==> config.mk <==
export PLATFORM = sky130hd
export DESIGN_NAME = screen_sequencer_flat
export DESIGN_NICKNAME = d
export VERILOG_FILES = /design/src/rtl/screen_sequencer_if.sv /design/src/rtl/screen_sequencer.sv /design/src/flat_wrapper.sv
export SDC_FILE = /design/constraint.sdc
export NUM_CORES = 1
export LEC_CHECK = 0
export CAP_MARGIN = 10
export CORE_MARGIN = 5
export CORE_UTILIZATION = 47
export DETAILED_ROUTE_END_ITERATION = 8
export HOLD_SLACK_MARGIN = 0.02
export PLACE_DENSITY = 0.74
export SLEW_MARGIN = 40
export SYNTH_ARGS = -nofsm -noshare
export SYNTH_HDL_FRONTEND = slang
export SYNTH_SLANG_ARGS = --single-unit
==> constraint.sdc <==
create_clock -name clk -period 1.4 [get_ports clk]
set_input_delay 0.28 -clock clk [delete_from_list [all_inputs] [get_ports clk]]
set_output_delay 0.28 -clock clk [all_outputs]
set_load 0.05 [all_outputs]
==> src/rtl/screen_sequencer_if.sv <==
// Signal bundle between the game's main state machine, the VGA timing block and
// the screen sequencer. The sequencer uses the slave modport.
interface screen_sequencer_if;
    logic [5:0] state_bin;
    logic       rst_sys;
    logic       vblnk;
    logic [1:0] screen_sel;
    logic       screen_blank;
    logic       game_rst;
    logic       state_err;
    logic [1:0] fsm_state;

    // No handshake: every signal is a level, sampled on each rising pixel clock.
    modport master (
        output state_bin, rst_sys, vblnk,
        input  screen_sel, screen_blank, game_rst, state_err, fsm_state
    );

    modport slave (
        input  state_bin, rst_sys, vblnk,
        output screen_sel, screen_blank, game_rst, state_err, fsm_state
    );
endinterface

==> src/rtl/screen_sequencer.sv <==
// Frame-aligned screen selection, game-core reset pulse and illegal-state flag.
// Define SCREEN_SEQ_BLANK_EN to blank the output for HOLD_FRAMES frames on a screen change.
module screen_sequencer #(
    parameter int HOLD_FRAMES = 2,
    parameter int RST_FRAMES  = 1
) (
    input logic               clk,
    input logic               rst_n,
    screen_sequencer_if.slave sif
);
    typedef enum logic [1:0] {SHOW = 2'd0, PENDING = 2'd1, BLANK = 2'd2} state_e;

    localparam logic [3:0] RST_LOAD = 4'(RST_FRAMES);

    logic       vblnk_q;
    logic [5:0] sb_q;
    logic       rst_sys_q;
    logic [1:0] target_q, target_d;
    logic       err_q, err_d;
    state_e     state_q, state_d;
    logic [1:0] sel_q, sel_d;
    logic       arm_q, arm_d;
    logic       grst_q, grst_d;
    logic [3:0] rcnt_q, rcnt_d;
    logic       vs_edge, sb_stable, rst_rise;

`ifdef SCREEN_SEQ_BLANK_EN
    localparam logic [3:0] HOLD_LOAD = 4'(HOLD_FRAMES);
    logic       blank_q, blank_d;
    logic [3:0] hold_q, hold_d;
`endif

    // Present in the elaborated hierarchy only when a frame count is outside 1..15.
    if (HOLD_FRAMES < 1 || HOLD_FRAMES > 15 || RST_FRAMES < 1 || RST_FRAMES > 15) begin : g_frames_out_of_range
    end

    assign vs_edge   = sif.vblnk & ~vblnk_q;
    assign sb_stable = (sif.state_bin == sb_q);
    assign rst_rise  = sif.rst_sys & ~rst_sys_q;

    // Decode: step/step2 keep the current target, anything not one-hot is illegal.
    always_comb begin
        target_d = target_q;
        err_d    = err_q;
        if (sb_stable) begin
            case (sif.state_bin)
                6'b000001: target_d = 2'd0;
                6'b000010: target_d = 2'd1;
                6'b000100: target_d = 2'd2;
                6'b010000: target_d = 2'd3;
                6'b001000, 6'b100000: target_d = target_q;
                default:   err_d = 1'b1;
            endcase
        end
    end

    always_comb begin
        state_d = state_q;
        sel_d   = sel_q;
`ifdef SCREEN_SEQ_BLANK_EN
        blank_d = blank_q;
        hold_d  = hold_q;
`endif
        case (state_q)
            SHOW: begin
                if (target_q != sel_q) state_d = PENDING;
            end
            PENDING: begin
                if (target_q == sel_q) begin
                    state_d = SHOW;
                end else if (vs_edge) begin
`ifdef SCREEN_SEQ_BLANK_EN
                    blank_d = 1'b1;
                    hold_d  = HOLD_LOAD;
                    state_d = BLANK;
`else
                    sel_d   = target_q;
                    state_d = SHOW;
`endif
                end
            end
            BLANK: begin
`ifdef SCREEN_SEQ_BLANK_EN
                // The interval always runs to completion and picks up the latest target.
                if (vs_edge) begin
                    if (hold_q <= 4'd1) begin
                        sel_d   = target_q;
                        blank_d = 1'b0;
                        hold_d  = 4'd0;
                        state_d = SHOW;
                    end else begin
                        hold_d  = hold_q - 4'd1;
                    end
                end
`else
                state_d = SHOW;
`endif
            end
            default: state_d = SHOW;
        endcase
    end

    always_comb begin
        arm_d  = arm_q;
        grst_d = grst_q;
        rcnt_d = rcnt_q;
        if (grst_q) begin
            if (rst_rise) begin
                rcnt_d = RST_LOAD;
            end else if (vs_edge) begin
                if (rcnt_q <= 4'd1) begin
                    grst_d = 1'b0;
                    rcnt_d = 4'd0;
                end else begin
                    rcnt_d = rcnt_q - 4'd1;
                end
            end
        end else if (arm_q && vs_edge) begin
            grst_d = 1'b1;
            rcnt_d = RST_LOAD;
            arm_d  = 1'b0;
        end else if (rst_rise) begin
            arm_d = 1'b1;
        end
    end

    always_ff @(posedge clk or negedge rst_n) begin
        if (!rst_n) begin
            vblnk_q   <= 1'b0;
            sb_q      <= 6'b000001;
            rst_sys_q <= 1'b0;
            target_q  <= 2'd0;
            err_q     <= 1'b0;
            state_q   <= SHOW;
            sel_q     <= 2'd0;
            arm_q     <= 1'b0;
            grst_q    <= 1'b0;
            rcnt_q    <= 4'd0;
        end else begin
            vblnk_q   <= sif.vblnk;
            sb_q      <= sif.state_bin;
            rst_sys_q <= sif.rst_sys;
            target_q  <= target_d;
            err_q     <= err_d;
            state_q   <= state_d;
            sel_q     <= sel_d;
            arm_q     <= arm_d;
            grst_q    <= grst_d;
            rcnt_q    <= rcnt_d;
        end
    end

`ifdef SCREEN_SEQ_BLANK_EN
    always_ff @(posedge clk or negedge rst_n) begin
        if (!rst_n) begin
            blank_q <= 1'b0;
            hold_q  <= 4'd0;
        end else begin
            blank_q <= blank_d;
            hold_q  <= hold_d;
        end
    end
    assign sif.screen_blank = blank_q;
`else
    assign sif.screen_blank = 1'b0;
`endif

    assign sif.screen_sel = sel_q;
    assign sif.game_rst   = grst_q;
    assign sif.state_err  = err_q;
    assign sif.fsm_state  = state_q;
endmodule
==> src/flat_wrapper.sv <==
// flat-port wrapper written by rule: the top's interface ports become plain ports
module screen_sequencer_flat 
#(
    parameter int HOLD_FRAMES = 2,
    parameter int RST_FRAMES  = 1
)
  (clk, rst_n, sif_state_bin, sif_rst_sys, sif_vblnk, sif_screen_sel, sif_screen_blank, sif_game_rst, sif_state_err, sif_fsm_state);
  screen_sequencer_if sif_i ();
  input logic clk;
  input logic rst_n;
  input wire logic [$bits(sif_i.state_bin)-1:0] sif_state_bin;
  input wire logic [$bits(sif_i.rst_sys)-1:0] sif_rst_sys;
  input wire logic [$bits(sif_i.vblnk)-1:0] sif_vblnk;
  output wire logic [$bits(sif_i.screen_sel)-1:0] sif_screen_sel;
  output wire logic [$bits(sif_i.screen_blank)-1:0] sif_screen_blank;
  output wire logic [$bits(sif_i.game_rst)-1:0] sif_game_rst;
  output wire logic [$bits(sif_i.state_err)-1:0] sif_state_err;
  output wire logic [$bits(sif_i.fsm_state)-1:0] sif_fsm_state;
  assign sif_i.state_bin = sif_state_bin;
  assign sif_i.rst_sys = sif_rst_sys;
  assign sif_i.vblnk = sif_vblnk;
  assign sif_screen_sel = sif_i.screen_sel;
  assign sif_screen_blank = sif_i.screen_blank;
  assign sif_game_rst = sif_i.game_rst;
  assign sif_state_err = sif_i.state_err;
  assign sif_fsm_state = sif_i.fsm_state;
  screen_sequencer #(.HOLD_FRAMES(HOLD_FRAMES), .RST_FRAMES(RST_FRAMES)) u_core (.clk(clk), .rst_n(rst_n), .sif(sif_i));
endmodule
======== Yosys cells after proc, flatten, opt, wreduce, memory -nomap -nowiden ========
Cells that the tools add are included.
W data, S select, Z words.
word-level totals
  flip-flop bits (word level) ............. 21
  input bits .............................. 10
  output and inout bits ................... 7
  word-level logic and storage cells ...... 61
operators by class
  add/sub/neg operators ................... 1
  magnitude comparators ................... 1
  equal/unequal tests ..................... 13
  multiplexer cells ....................... 17
  bitwise operators ....................... 7
  reductions and logical operators ........ 12
operator list
  cell                   number
  $mux W4                5
  $reduce_and A2 Y1      5
  $pmux W2 S4            1
  $mux W1                7
  $eq A6 B1 Y1 const B   1
  $eq A6 B2 Y1 const B   1
  $eq A6 B3 Y1 const B   1
  $eq A6 B4 Y1 const B   1
  $eq A6 B5 Y1 const B   1
  $eq A6 B6 Y1           1
  $eq A6 B6 Y1 const B   1
  $mux W2                3
  $reduce_or A6 Y1       1
  $not A1 Y1             5
  $le A4 B1 Y1 const B   1
  $pmux W2 S2            1
  $reduce_bool A2 Y1     2
  $reduce_bool A4 Y1     1
  $sub A4 B1 Y4 const B  1
  $ne A3 B1 Y1 const B   1
  $ne A3 B3 Y1 const B   1
  $reduce_and A3 Y1      1
  $and A1 B1 Y1          2
  $eq A2 B1 Y1 const B   1
  5 further kinds        5

======== Longest topological paths before layout ========
  depth after elaboration ................. 5
  mapped depth ............................ 6
  depth with buffers taken out ............ 6

======== Least setup slack after synthesis ========
No wires, ideal clock.
  path type ............................... register to register
  start point ............................. register u_core.grst_q, in the netlist u_core.sif.game_rst
  end point ............................... register u_core.rcnt_q[2]
  library setup time ...................... 118 ps
  data arrival time ....................... 1321 ps
  setup slack ............................. -39 ps
  cell stages (with the launch flop) ...... 5
  buffers on the path ..................... 0
  clock period less this slack ............ 1439 ps
  path through ............................ dfrtp_1 inv_1 o22ai_1 o21ai_0 a21o_1
between the ends
  word-level cells in the longest chain between the ends .. 2
  elaborated cells between the ends (all ways) .. 4
  classes of those cells .................. 1 x eq/ne; 1 x mux; 2 x reduce/logical
ends and longest elaborated chain
  item                                                          RTL line                 RTL
  start, declared                                               screen_sequencer.sv:23   logic grst_q, grst_d;
  start signal, assigned                                        screen_sequencer.sv:148  grst_q <= grst_d;
  $ne A3 B3 Y1 (no line) or $reduce_bool A2 Y1 (tied branches)  -
  $reduce_and A2 Y1 (no line)                                   -
  end signal, assigned                                          screen_sequencer.sv:149  rcnt_q <= rcnt_d;
  end, declared                                                 screen_sequencer.sv:24   logic [3:0] rcnt_q, rcnt_d;
Parallel ways exist; a longest one is shown, timed or not.
A chain may end at the register's enable or synchronous reset.

======== Worst setup path after layout ========
  start point ............................. register u_core.sb_q[0]
  end point ............................... register u_core.target_q[0]
between the ends
  word-level cells in the longest chain between the ends .. 2
ends and longest elaborated chain
  item                         RTL line                 RTL
  start, declared              screen_sequencer.sv:16   logic [5:0] sb_q;
  start signal, assigned       screen_sequencer.sv:141  sb_q <= sif.state_bin;
  $eq A6 B6 Y1                 screen_sequencer.sv:38   assign sb_stable = (sif.state_bin == sb_q);
  $reduce_and A2 Y1 (no line)  -
  end signal, assigned         screen_sequencer.sv:143  target_q <= target_d;
  end, declared                screen_sequencer.sv:18   logic [1:0] target_q, target_d;
No other way between the ends.

==> flow_metrics.env <==
export IMPL_ant_nets=0
export IMPL_synth_enable_flop_cells=0
export IMPL_drt_iter0_markers=13
export IMPL_hold_start="sif_state_bin[1]"
export IMPL_reg2reg_from="u_core.sb_q[0]"
export IMPL_period_minus_slack_ns=1.40
export IMPL_post_route_period_util=0.999
export IMPL_path_clk_slew_ns=0.12
export IMPL_setup_viol=0
export IMPL_synth_main_ff_cell="dfrtp_1"
export IMPL_num_rows=17
export IMPL_max_stage_delay_ns=0.56
export IMPL_tns_ns=0
export IMPL_rsz0062_at_grt="yes"
export IMPL_power_frac_comb=0.441
export IMPL_crit_buf_inv=0
export IMPL_post_synth_top_count_cell="dfrtp_1"
export IMPL_pwr_share_seq=0.393
export IMPL_ir_drop_mv=1.06
export IMPL_powerDensity_nw_per_um2=1400
export IMPL_synth_fa_ha_area_frac=0.0229
export IMPL_root_buffer="clkbuf_4"
export IMPL_grt_overflow_total=0
export IMPL_gp_congestion=0.770
export IMPL_p_leak_nw=0.648
export IMPL_layout_nets=142
export IMPL_synthDistinctLibCells=39
export IMPL_critPathArrivalTime_ns=1.60
export IMPL_drc=0
export IMPL_vias=858
export IMPL_dpl_cell_area_sq_um=1380
export IMPL_path_cells="xnor2_2 -> nand3_2 -> a211oi_2 -> mux2_1"
export IMPL_synth_top_area_frac=0.436
export IMPL_cp_end_kind="register"
export IMPL_synth_area_leaders="dfrtp_1, xnor2_2, buf_6, xnor2_1, dfstp_2"
export IMPL_area_growth_syn_to_layout_pct=33.1
export IMPL_synthesis_instances=99
export IMPL_critical_path_class="register to register"
export IMPL_dieWidth_um=58.2
export IMPL_cap_violations=0
export IMPL_grt_start_max_net_pins=21
export IMPL_worstPathRequired_ns=1.60
export IMPL_io_pins=17
export IMPL_htree_num_levels=1
export IMPL_fin_util=0.657
export IMPL_dieArea_sq_um=3380
export IMPL_synthArstFlopShare=1.00
export IMPL_synth_warnings=0
export IMPL_clockPowerShare=0.166
export IMPL_crit_family="flip-flops"
export IMPL_synth_mux_area_frac=0.0310
export IMPL_status="finished, final reports clean"
export IMPL_cts_tree="built"
export IMPL_slew_violations=0
export IMPL_start_util=0.493
export IMPL_grt_pass1_wl_um=3850
export IMPL_wl_um=2250
export IMPL_portBuffers=14
export IMPL_drive_above_1_share=0.380
export IMPL_fin_skew_ns=0.00552
export IMPL_crit_fanout=3
export IMPL_synthTopCellsByCount="dfrtp_1, inv_1, nor2_1, o21ai_0"
export IMPL_fillers=193
export IMPL_synth_xor_area_frac=0.116
export IMPL_hold_path_class="primary input to register"
export IMPL_yosysSeqAreaShare=0.460
export IMPL_worstSetupStartpoint="u_core.sb_q[0]"
export IMPL_p_switching_w=0.000761
export IMPL_viasPerCell=5.46
export IMPL_max_freq_ghz=0.715
export IMPL_timing_final_ws_setup_ns=0.00209
export IMPL_synth_area_per_cell_sq_um=11.0
export IMPL_p_int_w=0.00128
export IMPL_cts_num_sinks=20
export IMPL_syn_area_sq_um=1090
export IMPL_clockBufferDepth=2
export IMPL_diodes=0
export IMPL_grt_total_usage=0.144
export IMPL_grt_pass1_vias=919
export IMPL_slowest_stage="dfstp_2"
export IMPL_drtPass1Iterations=4
export IMPL_start_kind="register"
export IMPL_die_h_um=58.2
export IMPL_core_area_sq_um=2210
export IMPL_hpwl_um=1680
export IMPL_antenna_found_initial=0
export IMPL_post_drt_wl_per_cell_um=14.3
export IMPL_pre_cts_ws_ns=-0.553
export IMPL_cts_made_buffers=3
export IMPL_yosys_area_share_simple=0.117
export IMPL_synth_top_family_by_area="compound AO/OA/AOI/OAI gates"
export IMPL_clkLatencyLatePin_ns=0.30
export IMPL_synth_compound_area_frac=0.171
export IMPL_yosys_register_bits=20
export IMPL_timing_final_hold_violations=0
export IMPL_yosysTopAreaCell="dfrtp_1"
export IMPL_fin_area_sq_um=1450
export IMPL_swShare=0.373
worst paths after layout:
| path | end | slack, ns | cells past startpoint |
|---|---|---|---|
| min | u_core.sb_q[1] | 0.21 | 1 |
| min reg2reg | u_core.arm_q | 0.52 | 1 |
| max in group asynchronous | u_core.sb_q[0] | 0.83 | 2 |
| max reg2reg | u_core.target_q[0] | 0.002 | 4 |
| max | u_core.target_q[0] | 0.002 | 4 |
| min in group asynchronous | u_core.sif.game_rst | 0.31 | 2 |
cells by family (layout without fill, tap and decap cells):
group	Yosys count	count (layout)
mux	3	3
xor+xnor	11	11
simple gates	24	24
fa+ha+maj	2	2
compound gates	25	25
other cells	1	2
flops	20	20
buf+inv	13	42
registers in the layout (all words and copies together) (netlist names):
register and count:
u_core.sb_q 6, u_core.sif.fsm_state 1, u_core.arm_q 1, u_core.target_q 2, u_core.sif.state_err 1, u_core.sif.screen_sel 2, u_core.sif.game_rst 1, u_core.vblnk_q 1
u_core.rst_sys_q 1, u_core.rcnt_q 4
stage by stage:
step | instances | hold slack [ns] | total power (W)
after floorplan | 100 | -0.0156 | 0.00124
after global placement | 152 | 0.490 | 0.00160
after detailed placement | 152 | 0.511 | 0.00164
after CTS | 156 | 0.319 | 0.00198
after global routing | 157 | 0.206 | 0.00214
final | 157 | 0.211 | 0.00204
layout by cell type, fill, tap and decap left out, drive strengths merged, types with 3 or more instances in the layout:
cell | Yosys | layout
o21ai | 6 | 6
xnor2 | 8 | 8
xor2 | 3 | 3
nand3 | 4 | 4
clkdlybuf4s50 | 0 | 4
buf | 6 | 22
clkbuf | 0 | 7
nand2 | 3 | 3
nor2 | 6 | 6
a21oi | 4 | 4
inv | 7 | 7
mux2 | 3 | 3
nor3 | 4 | 4
dfrtp | 19 | 19
final cells by class:
cell class / count / area (sq um) / share of cell area
inverters: 7 / 26.3 / 0.0181
well taps: 28 / 35.0 / 0.0241
clock buffers: 4 / 36.3 / 0.0250
flip-flops and latches: 20 / 503 / 0.346
multi-input cells: 67 / 548 / 0.377
repair buffers: 31 / 304 / 0.209
routing by layer:
metal | global-route usage | share of wire
met4 | 0.0265 | 0.011
met2 | 0.273 | 0.56
met3 | 0.0423 | 0.051
met1 | 0.158 | 0.38
met5 | 0 | 0
power by group through the flow:
| stage | logic [W] | clock network, W | registers [W] |
|---|---|---|---|
| 2_1_floorplan | 0.000311 | 0 | 0.000927 |
| 3_3_place_gp | 0.000796 | 0 | 0.000802 |
| 3_5_place_dp | 0.000827 | 0 | 0.000810 |
| 4_1_cts | 0.000837 | 0.000345 | 0.000799 |
| 5_1_grt | 0.000957 | 0.000365 | 0.000821 |
| 6_report | 0.000899 | 0.000339 | 0.000803 |
what timing repair did:
action,in CTS,in global routing
resized for setup,11,9
hold buffers,0,0
buffers inserted,0,1
endpoints found under the setup margin,4,4
hold endpoints to repair,0,0
pin swaps,3,1
(Power assumes the default switching activity.)
